`config.mk`:
```
export PLATFORM = sky130hd
export DESIGN_NAME = wb_arbiter_flat
export DESIGN_NICKNAME = d
export VERILOG_FILES = /design/src/rtl/wb_arbiter_if.sv /design/src/rtl/wb_arbiter.sv /design/src/flat_wrapper.sv
export SDC_FILE = /design/constraint.sdc
export NUM_CORES = 1
export LEC_CHECK = 0
export CAP_MARGIN = 20
export CORE_AREA = 2 2 162 164
export CTS_CLUSTER_DIAMETER = 200
export DETAILED_ROUTE_END_ITERATION = 10
export DIE_AREA = 0 0 164 166
export PLACE_DENSITY = 0.53
export SYNTH_ARGS = -nofsm -noshare
export SYNTH_HDL_FRONTEND = slang
export SYNTH_SLANG_ARGS = --single-unit
```
`constraint.sdc`:
```
create_clock -name clk -period 1.3 [get_ports clk]
set_clock_uncertainty 0.1 [all_clocks]
set_input_delay 0.26 -clock clk [delete_from_list [all_inputs] [get_ports clk]]
set_output_delay 0.26 -clock clk [all_outputs]
set_load 0.1 [all_outputs]
```
`src/rtl/wb_arbiter_if.sv`:
```
// Bundle of N Wishbone B4 links: request signals travel master->slave, ack/dat_r slave->master.
// N=1 instance is the shared peripheral bus; N>1 instance groups all controllers for the arbiter.
interface wb_arbiter_if #(
  parameter int N      = 1,
  parameter int ADDR_W = 32,
  parameter int DATA_W = 32
);
  localparam int SEL_W = DATA_W / 8;

  logic [N-1:0]             cyc;
  logic [N-1:0]             stb;
  logic [N-1:0]             we;
  logic [N-1:0]             ack;
  logic [N-1:0][ADDR_W-1:0] adr;
  logic [N-1:0][DATA_W-1:0] dat_w;
  logic [N-1:0][DATA_W-1:0] dat_r;
  logic [N-1:0][SEL_W-1:0]  sel;

  modport master (output cyc, stb, we, adr, dat_w, sel, input ack, dat_r);
  modport slave  (input cyc, stb, we, adr, dat_w, sel, output ack, dat_r);
endinterface

```
`src/rtl/wb_arbiter.sv`:
```
// Round-robin Wishbone B4 arbiter: N controllers share one bus, granted for whole cycles.
// Define WB_ARBITER_TIMEOUT_EN to build the no-ack watchdog (limit set by TIMEOUT).
module wb_arbiter #(
  parameter int N       = 2,
  parameter int TIMEOUT = 255,
  parameter int ADDR_W  = 32,
  parameter int DATA_W  = 32
) (
  input  logic          clk,
  input  logic          rst,
  wb_arbiter_if.slave   ctrl_wb,
  wb_arbiter_if.master  wb,
  output logic [N-1:0]  grant,
  output logic          timeout
);
  localparam int IDX_W = (N > 2) ? 2 : 1;

  if (N < 2 || N > 4 || TIMEOUT < 2 || TIMEOUT > 65535) begin : g_bad_cfg
    $error("wb_arbiter: N must be 2..4 and TIMEOUT 2..65535");
  end

  typedef enum logic {IDLE, BUSY} state_e;

  state_e            state_q, state_d;
  logic [IDX_W-1:0]  owner_q, owner_d;
  logic [IDX_W-1:0]  last_q,  last_d;
  logic [N-1:0]      grant_q, grant_d;
  logic              req_any;
  logic [IDX_W-1:0]  pick;
  logic              fire;

  // Rotating priority: first requester after the previous owner wins.
  always_comb begin : pick_next
    int unsigned      sum;
    logic [IDX_W-1:0] cand;
    sum     = 0;
    cand    = '0;
    req_any = 1'b0;
    pick    = '0;
    for (int k = 1; k <= N; k++) begin
      sum = 32'(last_q) + 32'(k);
      if (sum >= 32'(N)) sum = sum - 32'(N);
      cand = IDX_W'(sum);
      if (!req_any && ctrl_wb.cyc[cand]) begin
        req_any = 1'b1;
        pick    = cand;
      end
    end
  end

  always_comb begin
    state_d       = state_q;
    owner_d       = owner_q;
    last_d        = last_q;
    grant_d       = grant_q;
    wb.cyc        = '0;
    wb.stb        = '0;
    wb.we         = '0;
    wb.adr        = '0;
    wb.dat_w      = '0;
    wb.sel        = '0;
    ctrl_wb.ack   = '0;
    ctrl_wb.dat_r = '0;
    timeout       = fire;
    case (state_q)
      IDLE: begin
        if (req_any) begin
          state_d       = BUSY;
          owner_d       = pick;
          grant_d       = '0;
          grant_d[pick] = 1'b1;
        end
      end
      BUSY: begin
        wb.cyc[0]               = ctrl_wb.cyc[owner_q];
        wb.stb[0]               = ctrl_wb.stb[owner_q] & ~fire;
        wb.we[0]                = ctrl_wb.we[owner_q];
        wb.adr[0]               = ctrl_wb.adr[owner_q];
        wb.dat_w[0]             = ctrl_wb.dat_w[owner_q];
        wb.sel[0]               = ctrl_wb.sel[owner_q];
        ctrl_wb.ack[owner_q]    = wb.ack[0] | fire;
        ctrl_wb.dat_r[owner_q]  = fire ? '0 : wb.dat_r[0];
        // Owner dropping cyc ends the tenure; the bus idles one cycle before the next owner.
        if (!ctrl_wb.cyc[owner_q]) begin
          state_d = IDLE;
          last_d  = owner_q;
          grant_d = '0;
        end
      end
      default: state_d = IDLE;
    endcase
  end

  always_ff @(posedge clk or posedge rst) begin
    if (rst) begin
      state_q <= IDLE;
      owner_q <= '0;
      last_q  <= IDX_W'(N - 1);
      grant_q <= '0;
    end else begin
      state_q <= state_d;
      owner_q <= owner_d;
      last_q  <= last_d;
      grant_q <= grant_d;
    end
  end

  assign grant = grant_q;

`ifdef WB_ARBITER_TIMEOUT_EN
  localparam logic [15:0] WD_LAST = 16'(TIMEOUT - 1);

  logic [15:0] wd_cnt_q, wd_cnt_d;

  // Counts stalled strobe cycles; any ack, idle strobe or termination restarts it.
  always_comb begin
    fire = (state_q == BUSY) && ctrl_wb.cyc[owner_q] && ctrl_wb.stb[owner_q] &&
           !wb.ack[0] && (wd_cnt_q == WD_LAST);
    wd_cnt_d = '0;
    if ((state_q == BUSY) && ctrl_wb.stb[owner_q] && !wb.ack[0] && !fire)
      wd_cnt_d = wd_cnt_q + 16'd1;
  end

  always_ff @(posedge clk or posedge rst) begin
    if (rst) wd_cnt_q <= '0;
    else     wd_cnt_q <= wd_cnt_d;
  end
`else
  assign fire = 1'b0;
`endif
endmodule

```
`src/flat_wrapper.sv`:
```
// flat-port wrapper written by rule: the top's interface ports become plain ports
module wb_arbiter_flat 
#(
  parameter int N       = 2,
  parameter int TIMEOUT = 255,
  parameter int ADDR_W  = 32,
  parameter int DATA_W  = 32
)
  (clk, rst, grant, timeout, ctrl_wb_cyc, ctrl_wb_stb, ctrl_wb_we, ctrl_wb_adr, ctrl_wb_dat_w, ctrl_wb_sel, ctrl_wb_ack, ctrl_wb_dat_r, wb_cyc, wb_stb, wb_we, wb_adr, wb_dat_w, wb_sel, wb_ack, wb_dat_r);
  wb_arbiter_if #(.N(N), .ADDR_W(ADDR_W), .DATA_W(DATA_W)) ctrl_wb_i ();
  wb_arbiter_if #(.N(N), .ADDR_W(ADDR_W), .DATA_W(DATA_W)) wb_i ();
  input  logic clk;
  input  logic rst;
  output logic [N-1:0] grant;
  output logic timeout;
  input wire logic [$bits(ctrl_wb_i.cyc)-1:0] ctrl_wb_cyc;
  input wire logic [$bits(ctrl_wb_i.stb)-1:0] ctrl_wb_stb;
  input wire logic [$bits(ctrl_wb_i.we)-1:0] ctrl_wb_we;
  input wire logic [$bits(ctrl_wb_i.adr)-1:0] ctrl_wb_adr;
  input wire logic [$bits(ctrl_wb_i.dat_w)-1:0] ctrl_wb_dat_w;
  input wire logic [$bits(ctrl_wb_i.sel)-1:0] ctrl_wb_sel;
  output wire logic [$bits(ctrl_wb_i.ack)-1:0] ctrl_wb_ack;
  output wire logic [$bits(ctrl_wb_i.dat_r)-1:0] ctrl_wb_dat_r;
  output wire logic [$bits(wb_i.cyc)-1:0] wb_cyc;
  output wire logic [$bits(wb_i.stb)-1:0] wb_stb;
  output wire logic [$bits(wb_i.we)-1:0] wb_we;
  output wire logic [$bits(wb_i.adr)-1:0] wb_adr;
  output wire logic [$bits(wb_i.dat_w)-1:0] wb_dat_w;
  output wire logic [$bits(wb_i.sel)-1:0] wb_sel;
  input wire logic [$bits(wb_i.ack)-1:0] wb_ack;
  input wire logic [$bits(wb_i.dat_r)-1:0] wb_dat_r;
  assign ctrl_wb_i.cyc = ctrl_wb_cyc;
  assign ctrl_wb_i.stb = ctrl_wb_stb;
  assign ctrl_wb_i.we = ctrl_wb_we;
  assign ctrl_wb_i.adr = ctrl_wb_adr;
  assign ctrl_wb_i.dat_w = ctrl_wb_dat_w;
  assign ctrl_wb_i.sel = ctrl_wb_sel;
  assign ctrl_wb_ack = ctrl_wb_i.ack;
  assign ctrl_wb_dat_r = ctrl_wb_i.dat_r;
  assign wb_cyc = wb_i.cyc;
  assign wb_stb = wb_i.stb;
  assign wb_we = wb_i.we;
  assign wb_adr = wb_i.adr;
  assign wb_dat_w = wb_i.dat_w;
  assign wb_sel = wb_i.sel;
  assign wb_i.ack = wb_ack;
  assign wb_i.dat_r = wb_dat_r;
  wb_arbiter #(.N(N), .TIMEOUT(TIMEOUT), .ADDR_W(ADDR_W), .DATA_W(DATA_W)) u_core (.clk(clk), .rst(rst), .ctrl_wb(ctrl_wb_i), .wb(wb_i), .grant(grant), .timeout(timeout));
endmodule
```
==> After elaboration in Yosys (flattened, before gate mapping) <==
Cells that the tools add are included.
{ "word_totals": {"elab_cells": 71, "latchBits": 0, "ff_bits": 5, "out_inout_bits": 211, "romBits": 0, "inputBits": 210, "ramBits": 0, "n_memories": 0} }
{ "classes": {"shift": 0, "n_mul": 0, "bitwise_logic": 4, "reduce_logical": 7, "n_addsub": 4, "eq_ne": 2, "div": 0, "muxes": 42, "order_cmp": 8} }
{ "op_table": {"columns": ["cell", "n"], "rows": [
  ["32-bit two-way mux", 7],
  ["64-bit bitwise AND", 1],
  ["64-bit two-way mux", 1],
  ["32-bit demux with 1-bit select", 1],
  ["1-bit two-way mux", 23],
  ["4-bit two-way mux", 3],
  ["1-bit by 2-bit less-than comparator with 1-bit output (second input constant)", 4],
  ["2-bit two-way mux", 3],
  ["2-bit AND reduction", 3],
  ["2-bit one-hot mux with 2 select lines", 1],
  ["1-bit by 2-bit adder with 3-bit output (second input constant)", 1],
  ["3-bit by 2-bit greater-or-equal comparator with 1-bit output (second input constant)", 1],
  ["1-bit logical AND", 3],
  ["1-bit by 1-bit adder with 2-bit output (second input constant)", 1],
  ["2-bit bitwise AND", 1],
  ["1-bit demux with 1-bit select", 2],
  ["1-bit greater-or-equal comparator (second input constant)", 2],
  ["2-bit greater-or-equal comparator (second input constant)", 1],
  ["2-bit by 1-bit inequality test with 1-bit output (second input constant)", 1],
  ["2-bit inequality test (second input constant)", 1],
  ["1-bit inverter", 2],
  ["1-bit one-hot mux with 2 select lines", 1],
  ["1-bit subtractor (second input constant)", 2],
  ["1-bit zero test", 1]
]} }

==> Depth between registers and ports, before layout <==
{ "logic_depth": {"ltp_word": 15, "mapped_depth": 5, "ltp_nobuf": 3} }

==> Worst setup path before layout <==
No wires, ideal clock.
{ "synth_timing": {"path_kind": "register to output", "from": "register u_core.state_q", "to": "output port wb_adr[0]", "path_buffers": 2, "path_stages_with_launch": 4, "t_arrival_ns": 2.179, "t_required_ns": 0.940, "setup_slack_ns": -1.239, "cell_sequence": "dfrtp_1 buf_2 clkbuf_1 nor2b_1"} }
{ "synth_via": {"elab_chain_len": 1} }
{ "synth_rtl": {"columns": ["item", "line_no", "source"], "rows": [
  ["start, declared", "wb_arbiter.sv:24", "state_e state_q, state_d;"],
  ["start signal, assigned", "wb_arbiter.sv:101", "state_q <= state_d;"],
  ["32-bit two-way mux", "wb_arbiter.sv:65", "case (state_q)"],
  ["end, declared", "flat_wrapper.sv:27", "output wire logic [$bits(wb_i.adr)-1:0] wb_adr;"]
]} }
Every way passes these cells.

==> Final worst setup path <==
{ "layout_timing": {"from": "register u_core.owner_q", "to": "output port wb_stb[0]"} }
{ "layout_via": {"elab_chain_len": 3} }
{ "layout_rtl": {"columns": ["item", "line_no", "source"], "rows": [
  ["start, declared", "wb_arbiter.sv:25", "logic [IDX_W-1:0] owner_q, owner_d;"],
  ["start signal, assigned", "wb_arbiter.sv:102", "owner_q <= owner_d;"],
  ["1-bit two-way mux (not written as such) (2 in series)", "wb_arbiter.sv:76", "wb.stb[0] = ctrl_wb.stb[owner_q] & ~fire;"],
  ["1-bit two-way mux", "wb_arbiter.sv:65", null],
  ["end, declared", "flat_wrapper.sv:25", "output wire logic [$bits(wb_i.stb)-1:0] wb_stb;"]
]} }
Every way passes these cells. The select of a mux whose other input is x is not followed.

==> impl_summary.md <==
STA
After layout, the worst setup slack is -0.658 ns. Static timing analysis puts the maximum clock frequency at 0.511 GHz. In the finished design, the share of the clock period the worst path needs comes to 151%. The minimum period implied by the final worst setup slack is slightly below 2 ns.

The count of pins over their slew limit is 0. Setup repair after global routing could not meet its margin everywhere. The number of hold violations in the final report is 0.

The final count of negative-setup-slack endpoints is 140.

Floorplanning
The placeable core area is 0.0256 mm². In this run the horizontal extent of the chip is ~160 µm. In this run the core area contains slightly below 60 standard-cell rows. The die footprint is 0.0272 mm².

Pin placement for this block handled about 420 I/O pins. From bottom edge to top edge, the die measures around 170 µm. For this configuration, the core starts out at a cell density of under 10%.

Place
The congestion estimate from routability-driven global placement came to just over 0.7. The detailed-placement wirelength estimate is roughly 11000 µm. The worst slack after detailed placement is -0.450 ns. Buffers placed on the I/O ports in this run total ~320.

Final layout
The synthesis-to-layout area growth is 241%. The repair_antennas step left the layout with diodes totalling 0. The number of filler instances in the final layout is ~2600. The leading cell type in the layout, fill and taps excluded is clkdlybuf4s50_1. In the layout the commonest cells are clkdlybuf4s50_1, buf_12, conb_1. After the last flow step, the layout net total stands at approximately 870. At the end of the flow the core is filled with cells to between 30% and 40%. Of the cells placed in the final design, the portion with a size suffix greater than 1 is a little under three fifths.

CTS
The CTS buffer count is 3. The clock root buffer is clkbuf_16. CTS built an H-tree with a depth of 1. The clock latency of the later-clocked register in the worst-skew pair is approximately 0.23 ns.

The clock input transition at the sequential cells of the worst setup and hold paths is 0.03 ns. TritonCTS built the clock tree. The tree built by TritonCTS fans out to 5 sinks.

The number of buffers on the longest clock path is 2.

Route
The number of detailed-routing iterations run before antenna repair is 4. The via-per-instance ratio is between 3 and 4. The routed wire length per instance is roughly 13 µm. For this block, the routed nets add up to 13100 µm of wire. The DRC violation total after the first TritonRoute iteration is 48. In this run the remaining antenna-violating nets after routing total 0. The residual DRC count is 0.

The final route contains between 3000 and 4000 vias.

Power and ir drop
Across the VDD grid, the largest voltage drop is 0.000887 V. For this design the ratio of total power to cell area is 2260 mW/mm². In this run the static leakage power is 3.62 nW.

The design draws 19.2 mW.

Synthesis
The mean instance size in the synthesized netlist is roughly 7.4 µm². Sorting the synthesized cells by area gives the leading types as mux2i_1, buf_4, nor2b_1. The flip-flop and latch count after synthesis is 5. For this run, the register share of the synthesized area comes to 5.09%. The portion of synthesized cell area occupied by the leading cell type is around 29%. The instance count of the mapped netlist is between 300 and 400. The count of distinct cell types in the synthesized netlist is 22. The cell area that synthesis handed to floorplanning was between 0.002 and 0.0025 mm². The count of warnings emitted by yosys is 0.

Of all cell types, the one taking the most synthesized area is mux2i_1.

Critical path
Counting stages on the worst path, the most repeated cell is buf_12. Of all nets on the critical path, the largest fanout is 5. STA puts the critical path data required time at around 0.94 ns. The critical path goes through buf_12 -> buf_12 -> buf_8 -> mux2i_2 -> nor2b_4 -> buf_12. The slowest cell on the critical path is dfrtp_4. Grouping stages by cell kind, the critical path spends the most delay in buffers and inverters. The category of the worst setup path capture point is an output port. For this run, the slowest stage of the critical path takes 0.50 ns. The buffers plus inverters on the worst setup path is 4. The setup path with the least slack is of type register to output port. Data arrives at the worst endpoint at roughly 1.6 ns. The kind of start point of the critical path is a register.

Global routing
The overall fraction of global-route tracks in use is ~9%. Entering global routing, the biggest net connects 48 pins. The number of antenna violations at the first check in global routing is 0. The global-route wire length before repair is around 19000 µm. The final global-route overflow total is 0. The number of global-route vias before repair is ~3400.

Run
The max-capacitance violation count is 0.

Outcome
The flow ran to the end, but the final reports show violations. The final reports fail on setup timing.

Min path
The class of the tightest hold or removal check is input pin to asynchronous set/reset pin.
[cell usage after synthesis]
master	instances
buf_4	73
nor2b_1	72
mux2i_1	71
and3_1	33
and2_1	32
clkbuf_1	17
buf_2	8
dfrtp_1	4
nand2_1	4
nor2_1	4
inv_1	3
a21oi_1	2
nand2b_1	2
a211o_1	1
a22o_1	1
a22oi_1	1
buf_6	1
conb_1	1
dfstp_2	1
mux2i_4	1
o211ai_1	1
o21ai_0	1
[metal layers]
layer	GRT usage, %	wire, µm	share of wire (%)	vias up
li1	-	-	-	1612
met1	9.07	4470	34	1556
met2	18.1	7180	55	197
met3	3.12	1410	11	4
met4	1.26	66	0.50	0
met5	0	0	0	-
[path summary, 6_finish.rpt]
check / slack [ns] / endpoint / depth (start not counted) / startpoint
max: -0.66 / wb_stb[0] / 6 / u_core.owner_q
min: 0.15 / u_core.state_q / 2 / rst
max reg2reg: -0.26 / u_core.grant[0] / 5 / u_core.owner_q
min reg2reg: 0.44 / u_core.last_q / 2 / u_core.last_q
max in group asynchronous: 0.71 / u_core.last_q / 2 / rst
min in group clk: 0.44 / u_core.last_q / 2 / u_core.last_q
[area by class of cell]
type                    instances  area [µm²]  share of cell area, %
repair buffers                353        5020                   59.3
flip-flops and latches          5         135                   1.60
multi-input cells             298        2800                   33.0
clock buffers                   4        78.8                  0.931
inverters                       3        11.3                  0.133
well taps                     335         419                   4.95
[where the power goes]
| part | leakage (nW) | switching (mW) | total, mW | internal (mW) |
|---|---|---|---|---|
| Clock | 0.0382 | 0.102 | 0.508 | 0.406 |
| Combinational | 3.52 | 11.2 | 18.3 | 7.15 |
| Sequential | 0.0560 | 0.0902 | 0.330 | 0.240 |
| Total | 3.62 | 11.4 | 19.2 | 7.80 |
[stage by stage]
| stage | hold slack (ns) | instance area, µm² | cells | setup TNS (ns) |
|---|---|---|---|---|
| 6_report | 0.147 | 8470 | 998 | -80.95 |
| 5_1_grt | 0.178 | 8470 | 998 | -87.63 |
| 4_1_cts | 0.160 | 8450 | 998 | -83.63 |
| 3_5_place_dp | 0.403 | 8060 | 986 | -50.55 |
| 3_3_place_gp | 0.388 | 8060 | 986 | -49.22 |
| 2_1_floorplan | -0.0623 | 3500 | 405 | -52.76 |
[kinds of logic after synthesis]
logic type             Yosys count  synth area share [%]
buffers and inverters          102                  27.1
multiplexers                    72                  29.5
other                            1                 0.151
AND/OR/NAND/NOR                147                  36.2
AO/OA/AOI/OAI                    7                  1.91
flip-flops                       5                  5.09
[sequential cells by signal, indices dropped and copies added, names as in the netlist]
name and count:
u_core.grant 2, u_core.last_q 1, u_core.owner_q 1, u_core.state_q 1
[worst register-to-register path, stage by stage, from the launching register on]
cell	delay, ns
dfrtp_4	0.44
buf_12	0.14
buf_12	0.17
mux2i_4	0.30
mux2i_1	0.11
a22o_1	0.19
[what timing repair did]
action | 4_1_cts | 5_1_grt
endpoints found under the setup margin | 140 | 141
gates cloned | 1 | 0
hold buffers | 0 | 0
pin swaps | 7 | 8
resized for setup | 58 | 5
buffers inserted | 7 | 0
No activity file was read; power rests on OpenSTA's default activity.
